==> src/rtl/vigna_bus_arbiter.sv <==
// Two-master (instruction / data) arbiter onto a single shared memory port.
// Fixed-priority or round-robin grant, one outstanding transfer, optional timeout abort.
module vigna_bus_arbiter #(
   parameter int unsigned ARB_MODE       = 1,
   parameter int unsigned TIMEOUT_CYCLES = 256
) (
   input  logic        clk,
   input  logic        resetn,
   input  logic        i_valid,
   output logic        i_ready,
   input  logic [31:0] i_addr,
   output logic [31:0] i_rdata,
   input  logic        d_valid,
   output logic        d_ready,
   input  logic [31:0] d_addr,
   output logic [31:0] d_rdata,
   input  logic [31:0] d_wdata,
   input  logic [3:0]  d_wstrb,
   output logic        m_valid,
   input  logic        m_ready,
   output logic [31:0] m_addr,
   input  logic [31:0] m_rdata,
   output logic [31:0] m_wdata,
   output logic [3:0]  m_wstrb,
   output logic        bus_err
);

   localparam int unsigned ADDR_W = 32;
   localparam int unsigned DATA_W = 32;
   localparam int unsigned STRB_W = 4;
   // Counter only has to reach TIMEOUT_CYCLES-1.
   localparam int unsigned CNT_W  = (TIMEOUT_CYCLES > 2) ? $clog2(TIMEOUT_CYCLES) : 1;
   localparam logic [CNT_W-1:0] CNT_LAST = CNT_W'(TIMEOUT_CYCLES - 1);
   localparam logic TO_EN  = (TIMEOUT_CYCLES != 0);
   localparam logic FIXED  = (ARB_MODE == 0);

   typedef enum logic [1:0] {
      IDLE   = 2'd0,
      BUSY_I = 2'd1,
      BUSY_D = 2'd2,
      RESP   = 2'd3
   } state_e;

   state_e              state_q,   state_d;
   logic                m_valid_q, m_valid_d;
   logic [ADDR_W-1:0]   m_addr_q,  m_addr_d;
   logic [DATA_W-1:0]   m_wdata_q, m_wdata_d;
   logic [STRB_W-1:0]   m_wstrb_q, m_wstrb_d;
   logic                i_ready_q, i_ready_d;
   logic                d_ready_q, d_ready_d;
   logic [DATA_W-1:0]   i_rdata_q, i_rdata_d;
   logic [DATA_W-1:0]   d_rdata_q, d_rdata_d;
   logic                bus_err_q, bus_err_d;
   logic [CNT_W-1:0]    cnt_q,     cnt_d;
   logic                last_d_q,  last_d_d;

   logic                pick_d;
   logic                expire;
   logic [DATA_W-1:0]   resp_data;

   // D wins when alone, always in fixed mode, or when I was granted last.
   assign pick_d    = d_valid && (!i_valid || FIXED || !last_d_q);
   assign expire    = TO_EN && (cnt_q == CNT_LAST);
   assign resp_data = m_ready ? m_rdata : '0;

   always_comb begin
      state_d   = state_q;
      m_valid_d = m_valid_q;
      m_addr_d  = m_addr_q;
      m_wdata_d = m_wdata_q;
      m_wstrb_d = m_wstrb_q;
      i_ready_d = 1'b0;
      d_ready_d = 1'b0;
      i_rdata_d = i_rdata_q;
      d_rdata_d = d_rdata_q;
      bus_err_d = 1'b0;
      cnt_d     = cnt_q;
      last_d_d  = last_d_q;

      unique case (state_q)
         IDLE: begin
            if (pick_d) begin
               state_d   = BUSY_D;
               m_valid_d = 1'b1;
               m_addr_d  = d_addr;
               m_wdata_d = d_wdata;
               m_wstrb_d = d_wstrb;
               cnt_d     = '0;
               last_d_d  = 1'b1;
            end else if (i_valid) begin
               state_d   = BUSY_I;
               m_valid_d = 1'b1;
               m_addr_d  = i_addr;
               m_wdata_d = '0;
               m_wstrb_d = '0;
               cnt_d     = '0;
               last_d_d  = 1'b0;
            end
         end

         BUSY_I, BUSY_D: begin
            // Completion has priority over a coincident timeout.
            if (m_ready || expire) begin
               state_d   = RESP;
               m_valid_d = 1'b0;
               bus_err_d = !m_ready;
               if (state_q == BUSY_D) begin
                  d_ready_d = 1'b1;
                  d_rdata_d = resp_data;
               end else begin
                  i_ready_d = 1'b1;
                  i_rdata_d = resp_data;
               end
            end else begin
               cnt_d = cnt_q + CNT_W'(1);
            end
         end

         RESP: begin
            state_d = IDLE;
         end

         default: begin
            state_d = IDLE;
         end
      endcase
   end

   always_ff @(posedge clk or negedge resetn) begin
      if (!resetn) begin
         state_q   <= IDLE;
         m_valid_q <= 1'b0;
         m_addr_q  <= '0;
         m_wdata_q <= '0;
         m_wstrb_q <= '0;
         i_ready_q <= 1'b0;
         d_ready_q <= 1'b0;
         i_rdata_q <= '0;
         d_rdata_q <= '0;
         bus_err_q <= 1'b0;
         cnt_q     <= '0;
         last_d_q  <= 1'b1;
      end else begin
         state_q   <= state_d;
         m_valid_q <= m_valid_d;
         m_addr_q  <= m_addr_d;
         m_wdata_q <= m_wdata_d;
         m_wstrb_q <= m_wstrb_d;
         i_ready_q <= i_ready_d;
         d_ready_q <= d_ready_d;
         i_rdata_q <= i_rdata_d;
         d_rdata_q <= d_rdata_d;
         bus_err_q <= bus_err_d;
         cnt_q     <= cnt_d;
         last_d_q  <= last_d_d;
      end
   end

   assign m_valid = m_valid_q;
   assign m_addr  = m_addr_q;
   assign m_wdata = m_wdata_q;
   assign m_wstrb = m_wstrb_q;
   assign i_ready = i_ready_q;
   assign d_ready = d_ready_q;
   assign i_rdata = i_rdata_q;
   assign d_rdata = d_rdata_q;
   assign bus_err = bus_err_q;

endmodule

==> config.mk <==
export PLATFORM = sky130hd
export DESIGN_NAME = vigna_bus_arbiter
export DESIGN_NICKNAME = d
export VERILOG_FILES = /design/src/rtl/vigna_bus_arbiter.sv
export SDC_FILE = /design/constraint.sdc
export NUM_CORES = 1
export LEC_CHECK = 0
export BUFFER_PORTS_ARGS = -buffer_cell sky130_fd_sc_hd__buf_2
export CAP_MARGIN = 10
export CORE_ASPECT_RATIO = 0.8
export CORE_MARGIN = 5
export CORE_UTILIZATION = 44
export CTS_BUF_LIST = sky130_fd_sc_hd__clkbuf_4 sky130_fd_sc_hd__clkbuf_8
export CTS_CLUSTER_DIAMETER = 60
export DETAILED_ROUTE_END_ITERATION = 16
export PLACE_DENSITY = 0.85
export RECOVER_POWER = 25
export SLEW_MARGIN = 20
export SYNTH_ARGS = -nofsm -noshare
export SYNTH_HDL_FRONTEND = slang
export SYNTH_SLANG_ARGS = --single-unit
==> constraint.sdc <==
create_clock -name clk -period 2.1 [get_ports clk]
set_input_delay 0.42 -clock clk [delete_from_list [all_inputs] [get_ports clk]]
set_output_delay 0.42 -clock clk [all_outputs]
set_load 0.005 [all_outputs]
Word-level counts from Yosys, hierarchy flattened
Cells that the tools add are included.
Widths: inputs -> output; s select.
{"block": "classes", "bitwise_logic": 1, "n_mux": 29, "addsub": 1, "n_reduce_logical": 16, "n_eq_ne": 7}
{"op": "$mux 32", "count": 5}
{"op": "$mux 8", "count": 3}
{"op": "$pmux 8 s2", "count": 1}
{"op": "$mux 1", "count": 13}
{"op": "$reduce_and 3->1", "count": 4}
{"op": "$add 8x1->8 const B", "count": 1}
{"op": "$eq 8x8->1 const B", "count": 1}
{"op": "$mux 4", "count": 2}
{"op": "$mux 2", "count": 3}
{"op": "$pmux 2 s3", "count": 1}
{"op": "$eq 2x2->1 const B", "count": 2}
{"op": "$ne 2x2->1 const B", "count": 2}
{"op": "$reduce_and 2->1", "count": 2}
{"op": "$reduce_bool 2->1", "count": 2}
{"op": "$logic_not 1->1", "count": 3}
{"op": "$ne 3x3->1 const B", "count": 1}
{"op": "$eq 2x1->1 const B", "count": 1}
{"op": "$logic_not 2->1", "count": 1}
{"op": "$logic_or 1x1->1", "count": 2}
{"op": "$pmux 1 s2", "count": 1}
{"op": "$reduce_or 2->1", "count": 1}
{"op": "$logic_and 1x1->1", "count": 1}
{"op": "$not 1->1", "count": 1}
{"block": "word_totals", "word_cells": 66, "reg_bits": 147}

Longest topological paths before layout
Gate-level depths: netlist of the first run.
{"block": "depth", "word_depth": 5, "depth_mapped": 8, "mapped_depth_nobuf": 6}

Worst setup path before layout of the first run
No wires, ideal clock.
{"block": "synth_path", "path_kind": "reg-to-reg", "from": "reg cnt_q[0]", "to": "reg cnt_q[7]", "t_required_ns": 1.979, "slack_ns": 0.274, "stages_incl_launch_ff": 6, "n_path_buf": 0, "synth_period_minus_slack_ns": 1.826, "arrival_time_ns": 1.706, "cell_sequence": "dfrtp_1 -> ha_1 -> and4_4 -> or4_1 -> a22o_1 -> a22o_1"}
{"block": "synth_via", "elab_chain_len": 4, "word_cells_on_any_way": 7, "classes_between": "1 x add/sub; 2 x eq/ne; 2 x mux; 2 x reduce/logical"}
{"element": "start: declaration", "line": "54", "text": "logic [CNT_W-1:0] cnt_q, cnt_d;"}
{"element": "start signal: assignment", "line": "154", "text": "cnt_q <= cnt_d;"}
{"element": "branches (longest 4 deep; another with $add 8x1->8)"}
Several ways; the timed one is not identified. The select of a mux whose other input is x is not followed.
A chain may end at the register's enable or synchronous reset.

Worst setup path in the final report of the first run
Ends and elaborated chain as after synthesis.

==> results of run 1 <==
==> kinds of logic (layout without fill, tap and decap cells) <==
family,after synthesis,after routing
compound gates,161,161
flops,147,147
simple gates,66,66
buf+inv,48,325
mux,34,34
fa+ha+maj,3,3
==> cell usage after synthesis, types with 4 or more instances <==
master / instances / area share [%]
a21oi_1: 4 / 0.34
a22o_1: 38 / 5.7
a32o_1: 64 / 11
buf_2: 17 / 1.4
clkbuf_1: 24 / 1.5
dfrtp_1: 146 / 62
inv_1: 6 / 0.38
mux2i_1: 34 / 5.8
nand2_1: 38 / 2.4
nand3_1: 6 / 0.51
nor3_1: 4 / 0.34
o21ai_0: 37 / 3.1
==> critical path, stage by stage (launching register included) <==
cell and delay, ns:
dfrtp_1 0.44, ha_1 0.27, and4_4 0.20, or4_1 0.50, a22o_1 0.26, a22o_1 0.18
==> metal layers <==
layer  track usage, %  vias up  part of all wire (%)
li1                 -     2290                     -
met3             6.58       36                   7.3
met2             34.8      214                    51
met4             7.63        0                   2.3
met1             24.8     2461                    39
met5                0        -                     0
==> cells in the final DEF (no fill, tap or decap), types with 2 or more instances in the layout <==
cell        Yosys  layout
a21o_1          2       2
a21oi_1         4       4
a22o_1         38      38
a31oi_1         2       2
a32o_1         64      64
and2_1          2       2
buf_12          0       5
buf_2          17     271
buf_4           0       8
bufinv_16       0       3
clkbuf_8        0      21
clkinvlp_4      0       2
dfrtp_1       146     146
ha_1            3       3
inv_1           6       6
inv_6           0       3
mux2i_1        34      34
nand2_1        38      38
nand2_2         2       2
nand2b_1        2       2
nand3_1         6       6
nand4_1         2       2
nor2b_1         3       2
nor3_1          4       4
o211ai_1        3       3
o21ai_0        37      37
o22ai_1         2       2
or4_1           2       2
==> worst max-delay path by stage <==
| stage | endpoint | cells past startpoint | startpoint |
|---|---|---|---|
| after floorplan | cnt_q[7] | 5 | cnt_q[0] |
| after global placement | cnt_q[7] | 5 | cnt_q[0] |
| after detailed placement | i_rdata[25] | 6 | cnt_q[1] |
| after CTS | i_rdata[11] | 6 | cnt_q[1] |
| after global routing | cnt_q[4] | 6 | cnt_q[1] |
| final | cnt_q[7] | 5 | cnt_q[0] |
==> flip-flops by register name (all words and copies together) (netlist names), 2 cells and up <==
register  flops
d_rdata      32
i_rdata      32
m_addr       32
m_wdata      32
cnt_q         8
m_wstrb       4
state_q       2
==> power by group through the flow <==
stage	clock (mW)	sequential (mW)	combinational, mW
final	2.39	4.76	4.61
after floorplan	0	4.84	2.41
after CTS	2.44	4.76	4.66
after global placement	0	4.71	4.44
after detailed placement	0	4.79	4.65
after global routing	2.57	4.91	5.07
==> cell type report <==
| cell class | instances | area [um2] |
|---|---|---|
| sequential | 147 | 3680 |
| inverter | 6 | 22.5 |
| tap | 175 | 219 |
| fill | 1058 | 5060 |
| clock inverter | 10 | 145 |
| clock buffer | 22 | 297 |
| multi-input combinational | 264 | 2040 |
| timing repair buffer | 287 | 1540 |
==> what timing repair did <==
| action | in CTS | in global routing |
|---|---|---|
| gates resized for setup | 0 | 1 |
| endpoints found under the hold margin | 42 | 0 |
| hold buffers | 1 | 0 |
| endpoints found under the setup margin | 0 | 22 |
| buffers inserted | 0 | 1 |
==> metrics by stage <==
step                worst slack, ns  instance area [um2]  hold slack (ns)  utilization (%)  power, mW
floorplan                     0.274                 5890            0.124                -       7.25
global placement              0.221                 7490            0.374             57.6       9.15
detailed placement            0.172                 7490            0.378             57.6       9.44
CTS                           0.158                 7950            0.162             61.1       11.9
global route                 0.0624                 7950            0.155             61.1       12.5
finish                        0.110                 7950            0.199             61.1       11.8
==> metrics.md, run 1 <==
| Metric | Value |
|---|---|
| Outcome | finished, final reports clean |
| Port Buffers | roughly 270 |
| F_max | 502 MHz |
| Vias in the first global route | 5,198 |
| Clock Power Share | 20.3% |
| Hold path depth | 2 |
| Detailed Route Iter0 Violations | 398 |
| Drc violations | 0 |
| Routed Antenna Nets | 0 |
| ANT cells | 0 |
| Worst VDD drop | 0.838 mV |
| Post-synthesis mux area share | under 10% |
| Post-route setup TNS | 0 ns |
| Num CTS Buffers | 17 |
| H-Tree Level Count | 4 |
| P_sw | 4.14 mW |
| Layout cells sized above 1 | between 40% and 50% |
| Crit path kind | reg2reg |
| Mapped Cells | 459 |
| Layout Skew | 0.0159 ns |
| Slew Viols, Final | 0 |
| Fin crit share | 94.8% |
| CTS root buffer | clkbuf_8 |
| WP data required | 2.41 ns |
| DP HPWL | 11.9 mm |
| Post-synth EDFFs | 0 |
| CTS tree | yes |
| GRT Overall Usage | 20.5% |
| Post-synthesis simple-gate area fraction | 5.31% |
| Die height | 113 um |
| Crit-path max FO | 6 |
| Fraction of the mapped netlist area in adder cells | less than 1% |
| Yosys warning total | 0 |
| Synth Register Bits | 147 |
| Seq pwr share | 40.5% |
| XOR/XNOR Fraction of Synth Area | 0% |
| Pleak | about 4 nW |
| WP data arrival | 2.30 ns |
| Layout net count | 863 |
| Die span in x | roughly 140 um |
| Worst hold path class | in2reg |
| Total wire length | around 17 mm |
| CORE AREA | 13,000 um2 |
| WL per Instance | around 18 um |
| Mapped Avg Cell Area | about 13 um2 |
| Setup Viol. Count Final | 0 |
| Hold path startpoint | d_wdata[27] |
| P_int | 7.62 mW |
| Largest net degree at the start of global routing | 65 |
| Hold Path Sink | m_wdata[27] |
| Maxcap violations | 0 |
| Synthesis-to-finish area growth | 34.9% |
| Drt via density | 5.49 |
| Total grt overflow | 0 |
| Ys flop type | dfrtp_1 |
| Full die area | 15,800 um2 |
| Gpl congestion | about 0.86 |
| Synth Area in Compound Gates | 22.4% |
| Reg2reg path depth | 5 |
| Clk_lat worst skew | roughly 0.44 ns |
| RSZ-0062 raised after global routing | no |
| Std-Cell Rows | 37 |
| Cell area after synthesis | 5890 um2 |
| Comb pwr share | 39.2% |
| Vias | 5,001 |
| Type of origin of the critical path | flop |
| Async set-reset flop share out of synthesis | 100% |
| Final Hold Viols | 0 |
| Fin crit period | around 2.0 ns |
| Top Ports | between 200 and 300 |
| R2R setup slack | 0.11 ns |
| Relative slew margins | 22.2% |
| First-pass detailed-route iteration total | 5 |
| First-pass GRT wire length | about 26 mm |
| Clk buf depth | 2 |
| CTS sink cnt | 147 |
| Worst Tran Pin Value | between 1 and 1.5 ns |
| Cell Pwr Density | 1480 nW/um2 |
| Worst r2r dst | cnt_q[7] |
| Final non-filler cell total | 911 |
| Worst-path clk slew | 0.08 ns |
| Main combinational cell family by area after synthesis | compound AO/OA/AOI/OAI gates |
| Initial antenna violation count | 0 |
| Net Count, Synth | 599 |
| Initial Util | 45.3% |
| Sequential fraction of the synthesis area | 62.5% |
| Placed cell count | approximately 880 |
| Sw frac | 35.2% |
| RR Startpoint | cnt_q[0] |
| Yosys cell types | 39 |
| Endpoint class of the critical path | flop |
Power figures use the tool's default switching activity.
==> inputs of run 2 (changes only) <==
--- a/config.mk
+++ b/config.mk
@@ -5,7 +5,6 @@
 export SDC_FILE = /design/constraint.sdc
 export NUM_CORES = 1
 export LEC_CHECK = 0
-export BUFFER_PORTS_ARGS = -buffer_cell sky130_fd_sc_hd__buf_2
 export CAP_MARGIN = 10
 export CORE_ASPECT_RATIO = 0.8
 export CORE_MARGIN = 5
@@ -13,7 +12,8 @@
 export CTS_BUF_LIST = sky130_fd_sc_hd__clkbuf_4 sky130_fd_sc_hd__clkbuf_8
 export CTS_CLUSTER_DIAMETER = 60
 export DETAILED_ROUTE_END_ITERATION = 16
-export PLACE_DENSITY = 0.85
+export DONT_BUFFER_PORTS = 1
+export PLACE_DENSITY = 0.68
 export RECOVER_POWER = 25
 export SLEW_MARGIN = 20
 export SYNTH_ARGS = -nofsm -noshare
==> run 2 against run 1 <==
Against the previous run:
- the flow now finishes with violations (negative hold slack)
- count of clock-buffer cells in the layout decreased by 2
- clock skew decreased by 0.0030 ns
- fmax increased by 2.5%
- sequential share of layout area increased by 10 points
- sequential power increased by 8.4%
- via count decreased by 22%
- utilization decreased by 11 points
- first-iteration DRC count decreased by 23%
- highest routed layer unchanged
==> metrics.md, run 2 (synthesis results as in run 1) <==
| Metric | Value |
|---|---|
| GRT Overall Usage | 17.7% |
| Relative slew margins | 73.1% |
| Final Hold Viols | approximately 150 |
| Worst hold path class | in2async |
| Clk_lat worst skew | 0.43 ns |
| Crit-path max FO | 6 |
| Detailed Route Iter0 Violations | 307 |
| F_max | 515 MHz |
| Violated checks | negative hold slack |
| CTS root buffer | clkbuf_8 |
| Cell Pwr Density | ~1600 nW/um2 |
| Drc violations | 0 |
| Endpoint class of the critical path | flop |
| Layout Skew | 0.0129 ns |
| Fin crit share | 92.5% |
| Min Hold Slack | -0.318 ns |
| Global route hottest layer | met2 |
| R2R setup slack | 0.16 ns |
| Total wire length | roughly 14 mm |
| Outcome | finished with violations |
| Std-Cell Rows | 37 |
| Cts repair resizes | 0 |
| Met3 Resource Use GR | 8.09% |
| Synthesis-to-finish area growth | 10.2% |
| Setup ws final | 0.157 ns |
| Vias in the first global route | 4,035 |
| Fin crit period | around 1.9 ns |
| First-pass GRT wire length | 22.3 mm |
| Type of origin of the critical path | flop |
| Total grt overflow | 0 |
| RSZ-0062 raised after global routing | no |
| CTS sink cnt | 147 |
| First-pass detailed-route iteration total | 5 |
| CP delay by family, top | simple AND/OR/NAND/NOR gates |
| Initial antenna violation count | 0 |
| Die height | 113 um |
| H-Tree Level Count | 4 |
| Gpl congestion | around 0.81 |
| Routed Antenna Nets | 0 |
| Post-route setup TNS | 0 ns |
| DP HPWL | 9.90 mm |
| Port Buffers | 0 |
| Worst Tran Pin Value | 0.401 ns |
| Worst VDD drop | 0.810 mV |
| Met2 usage | between 20% and 30% |
| WP data required | 2.41 ns |
| Worst path cell trace | ha_1 > and4_4 > or4_1 > a22o_1 > a22o_1 |
| GR Util met1 | 21.3% |
| Slew Viols, Final | 0 |
| Die span in x | 139 um |
| CTS tree | yes |
| Clk buf depth | 2 |
| Vias | 3,905 |
| Placed cell count | ~600 |
| Layout net count | 588 |
| Crit path buffers/inverters | 0 |
| ANT cells | 0 |
| Full die area | 15,800 um2 |
| WL per Instance | 22.1 um |
| Commonest non-fill, non-tap cell in the layout | dfrtp_1 |
| Initial Util | approximately 45% |
| Num CTS Buffers | 17 |
| Worst-path clk slew | 0.08 ns |
| Final non-filler cell total | 636 |
| Slowest Stage Delay on Critical Path | 0.50 ns |
| Crit-path most repeated cell | a22o_1 |
| Maxcap violations | 0 |
| Slowest CP cell | or4_1 |
| Crit path kind | reg2reg |
| Commonest cells after routing, fill and taps aside | dfrtp_1 (146), a32o_1 (64), a22o_1 (38), nand2_1 (38), o21ai_0 (37) |
| Setup Viol. Count Final | 0 |
| DP Worst Slack | 0.165 ns |
| CORE AREA | 13,000 um2 |
| Largest net degree at the start of global routing | 148 |
| Drt via density | 6.14 |
| WP data arrival | between 2 and 2.5 ns |
| Layout cells sized above 1 | between 10% and 20% |
| Top Ports | 273 |
| End-of-flow core utilization | 49.9% |
| Post-Place Cell Area | 6070 um2 |
| Finished Cell Area | 6490 um2 |
| Pleak | just under 3 nW |
==> run 2: cell count changes in the layout (fill, tap and decap cells not counted), sizes merged <==
| cell | change |
|---|---|
| clkinv | +3 |
| clkbuf | -3 |
| bufinv | -1 |
| buf | -273 |
| dlygate4sd3 | -1 |
==> run 2: worst paths after layout <==
path,cells past startpoint,start,endpoint
worst max-delay path,5,cnt_q[0],cnt_q[7]
worst min-delay path,0,resetn,m_wdata[28]
worst max register to register,5,cnt_q[0],cnt_q[7]
worst min register to register,2,m_addr[19],m_addr[19]
max in group asynchronous,0,resetn,i_rdata[6]
min in group clk,1,d_wdata[26],m_wdata[26]
==> run 2: repair_timing <==
| item | in CTS | in global routing |
|---|---|---|
| endpoints found under the hold margin | 147 | 147 |
| setup buffers | 0 | 0 |
| endpoints found under the setup margin | 0 | 0 |
==> run 2: report_power, final <==
group	switching (mW)	total (mW)	internal, mW
sequential	1.09	5.16	4.07
clock	1.06	2.23	1.17
combinational	1.54	2.96	1.42
==> run 2: metrics by stage <==
step	power [mW]	hold WS [ns]
after floorplan	7.25	0.124
after global placement	8.06	0.127
after detailed placement	8.23	0.127
after CTS	10.5	-0.368
after global routing	11.1	-0.381
final	10.4	-0.318
==> run 2: area by class of cell <==
class | count | area [um2]
inverters | 6 | 22.5
repair buffers | 12 | 115
clock buffers | 20 | 275
multi-input cells | 264 | 2030
flip-flops and latches | 147 | 3680
fillers | 1118 | 6520
clock inverters | 12 | 145
well taps | 175 | 219
==> run 2: routing by layer <==
layer / up-vias / wire (um)
met5: - / 0
met4: 0 / 215
met3: 20 / 1350
met2: 183 / 7040
met1: 1964 / 5470
li1: 1738 / -
==> inputs of run 3 (changes only) <==
--- a/config.mk
+++ b/config.mk
@@ -7,13 +7,13 @@
 export LEC_CHECK = 0
 export CAP_MARGIN = 10
 export CORE_ASPECT_RATIO = 0.8
-export CORE_MARGIN = 5
-export CORE_UTILIZATION = 44
+export CORE_MARGIN = 3
+export CORE_UTILIZATION = 45
 export CTS_BUF_LIST = sky130_fd_sc_hd__clkbuf_4 sky130_fd_sc_hd__clkbuf_8
 export CTS_CLUSTER_DIAMETER = 60
 export DETAILED_ROUTE_END_ITERATION = 16
 export DONT_BUFFER_PORTS = 1
-export PLACE_DENSITY = 0.68
+export PLACE_DENSITY = 0.69
 export RECOVER_POWER = 25
 export SLEW_MARGIN = 20
 export SYNTH_ARGS = -nofsm -noshare
==> run 3 against run 2 <==
Against the previous run:
- the run still ends with negative hold slack left
- count of clock-buffer cells in the layout did not move
- cell count fell by 0.79%
- routed wire length fell by 0.80%
- global-route usage rose by 1.7 points
- clock power rose by 2%
- first-iteration DRC count rose by 10%
- clock skew rose by 0.0025 ns
==> metrics.md, run 3 (synthesis results as in run 1) <==
| Metric | Value |
|---|---|
| GRT Overall Usage | 19.4% |
| WL per Instance | 22.1 um |
| Port Buffers | 0 |
| Detailed Route Iter0 Violations | 338 |
| First-pass GRT wire length | 21.9 mm |
| Maxcap violations | 0 |
| Cell Pwr Density | roughly 1600 nW/um2 |
| Commonest cells after routing, fill and taps aside | dfrtp_1 (146), a32o_1 (64), a22o_1 (38), nand2_1 (38), o21ai_0 (37) |
| Gpl congestion | 0.788 |
| Commonest non-fill, non-tap cell in the layout | dfrtp_1 |
| Worst Tran Pin Value | between 0.9 and 1 ns |
| Cts repair resizes | 0 |
| Synthesis-to-finish area growth | 10.5% |
| Type of origin of the critical path | flop |
| Slew Viols, Final | 0 |
| Vias in the first global route | around 4,100 |
| Worst-path clk slew | roughly 0.08 ns |
| Setup ws final | 0.150 ns |
| CTS root buffer | clkbuf_8 |
| Crit path kind | reg2reg |
| Full die area | 14,500 um2 |
| Pleak | 2.92 nW |
| Initial antenna violation count | 0 |
| Routed Antenna Nets | 0 |
| Total grt overflow | 0 |
| Setup Viol. Count Final | 0 |
| First-pass detailed-route iteration total | 5 |
| DP HPWL | 9.55 mm |
| Clk buf depth | 2 |
| Worst VDD drop | between 0.7 and 0.8 mV |
| RSZ-0062 raised after global routing | no |
| Crit-path max FO | 10 |
| Min Hold Slack | -0.323 ns |
| Fin crit share | 92.9% |
| H-Tree Level Count | 4 |
| Largest net degree at the start of global routing | 148 |
| ANT cells | 0 |
| Initial Util | 47.2% |
| Total wire length | 14.0 mm |
| CORE AREA | 12,500 um2 |
| DP Worst Slack | 0.186 ns |
| CTS sink cnt | roughly 150 |
| Post-route setup TNS | 0 ns |
| Std-Cell Rows | 36 |
| Layout net count | 587 |
| CTS tree | yes |
| Die span in x | ~130 um |
| Num CTS Buffers | 17 |
| Setup repair bufs after CTS | 0 |
| Relative slew margins | a little over a third |
| Violated checks | negative hold slack |
| WP data required | 2.46 ns |
| Clk_lat worst skew | 0.43 ns |
| Drc violations | 0 |
| Outcome | finished with violations |
| Final Hold Viols | 147 |
| Worst hold path class | in2async |
| Pwr Total | 10.4 mW |
| Layout cells sized above 1 | 11.5% |
| F_max | roughly 510 MHz |
| WP data arrival | roughly 2.3 ns |
| Fin crit period | 1.95 ns |
| Endpoint class of the critical path | flop |
| Top Ports | 273 |
| Layout Skew | roughly 0.015 ns |
| Drt via density | 6.21 |
| Vias | about 3,900 |
| Die height | 108 um |
-- run 3: changes by cell type in the layout (fill, tap and decap cells not counted) --
cell | before | now
buf_12 | 2 | 4
buf_4 | 10 | 7
bufinv_16 | 2 | 3
clkbuf_4 | 0 | 1
clkbuf_8 | 20 | 19
clkinv_2 | 0 | 3
clkinv_4 | 5 | 3
inv_6 | 3 | 1
-- run 3: cell type report --
type | instances | area, um2
clock buffers | 20 | 269
clock inverters | 12 | 155
fillers | 1053 | 5970
inverters | 6 | 22.5
multi-input cells | 264 | 2030
flip-flops and latches | 147 | 3680
well taps | 171 | 214
repair buffers | 11 | 133
-- run 3: path summary, 6_finish.rpt --
kind | startpoint | to | slack [ns] | depth (start not counted)
worst min register to register | m_addr[28] | m_addr[28] | 0.52 | 2
max in group asynchronous | resetn | last_d_q | 2.19 | 0
worst max register to register | state_q[0] | cnt_q[5] | 0.15 | 6
min in group clk | d_wdata[28] | m_wdata[28] | 0.12 | 1
worst min-delay path | resetn | m_wdata[0] | -0.32 | 0
worst max-delay path | state_q[0] | cnt_q[5] | 0.15 | 6
-- run 3: power breakdown --
part / internal [mW] / total [mW] / switching [mW] / leakage (nW)
logic: 1.42 / 3.00 / 1.58 / 0.845
clock network: 1.25 / 2.28 / 1.03 / 0.213
registers: 4.08 / 5.14 / 1.06 / 1.86
-- run 3: worst max-delay path, stage by stage, from the launching register on --
cell,delay [ns]
dfrtp_1,0.37
inv_1,0.07
ha_1,0.46
nor2b_1,0.24
o21ai_2,0.15
or4_1,0.51
nand3_1,0.09
-- run 3: per-layer routing --
metal	track usage (%)	part of all wire, %	vias to the layer above
met5	0	0	-
met4	8.74	1.8	0
met3	7.58	8.7	17
met2	31.1	52	184
met1	23.3	38	1989
li1	-	-	1728
-- run 3: metrics by stage --
| step | util [%] | std cells | instance area (um2) |
|---|---|---|---|
| after global placement | 48.7 | 599 | 6080 |
| after detailed placement | 48.7 | 599 | 6080 |
| after CTS | 52.1 | 631 | 6510 |
| final | 52.1 | 631 | 6510 |
| after floorplan | - | 459 | 5890 |
| after global routing | 52.1 | 631 | 6510 |
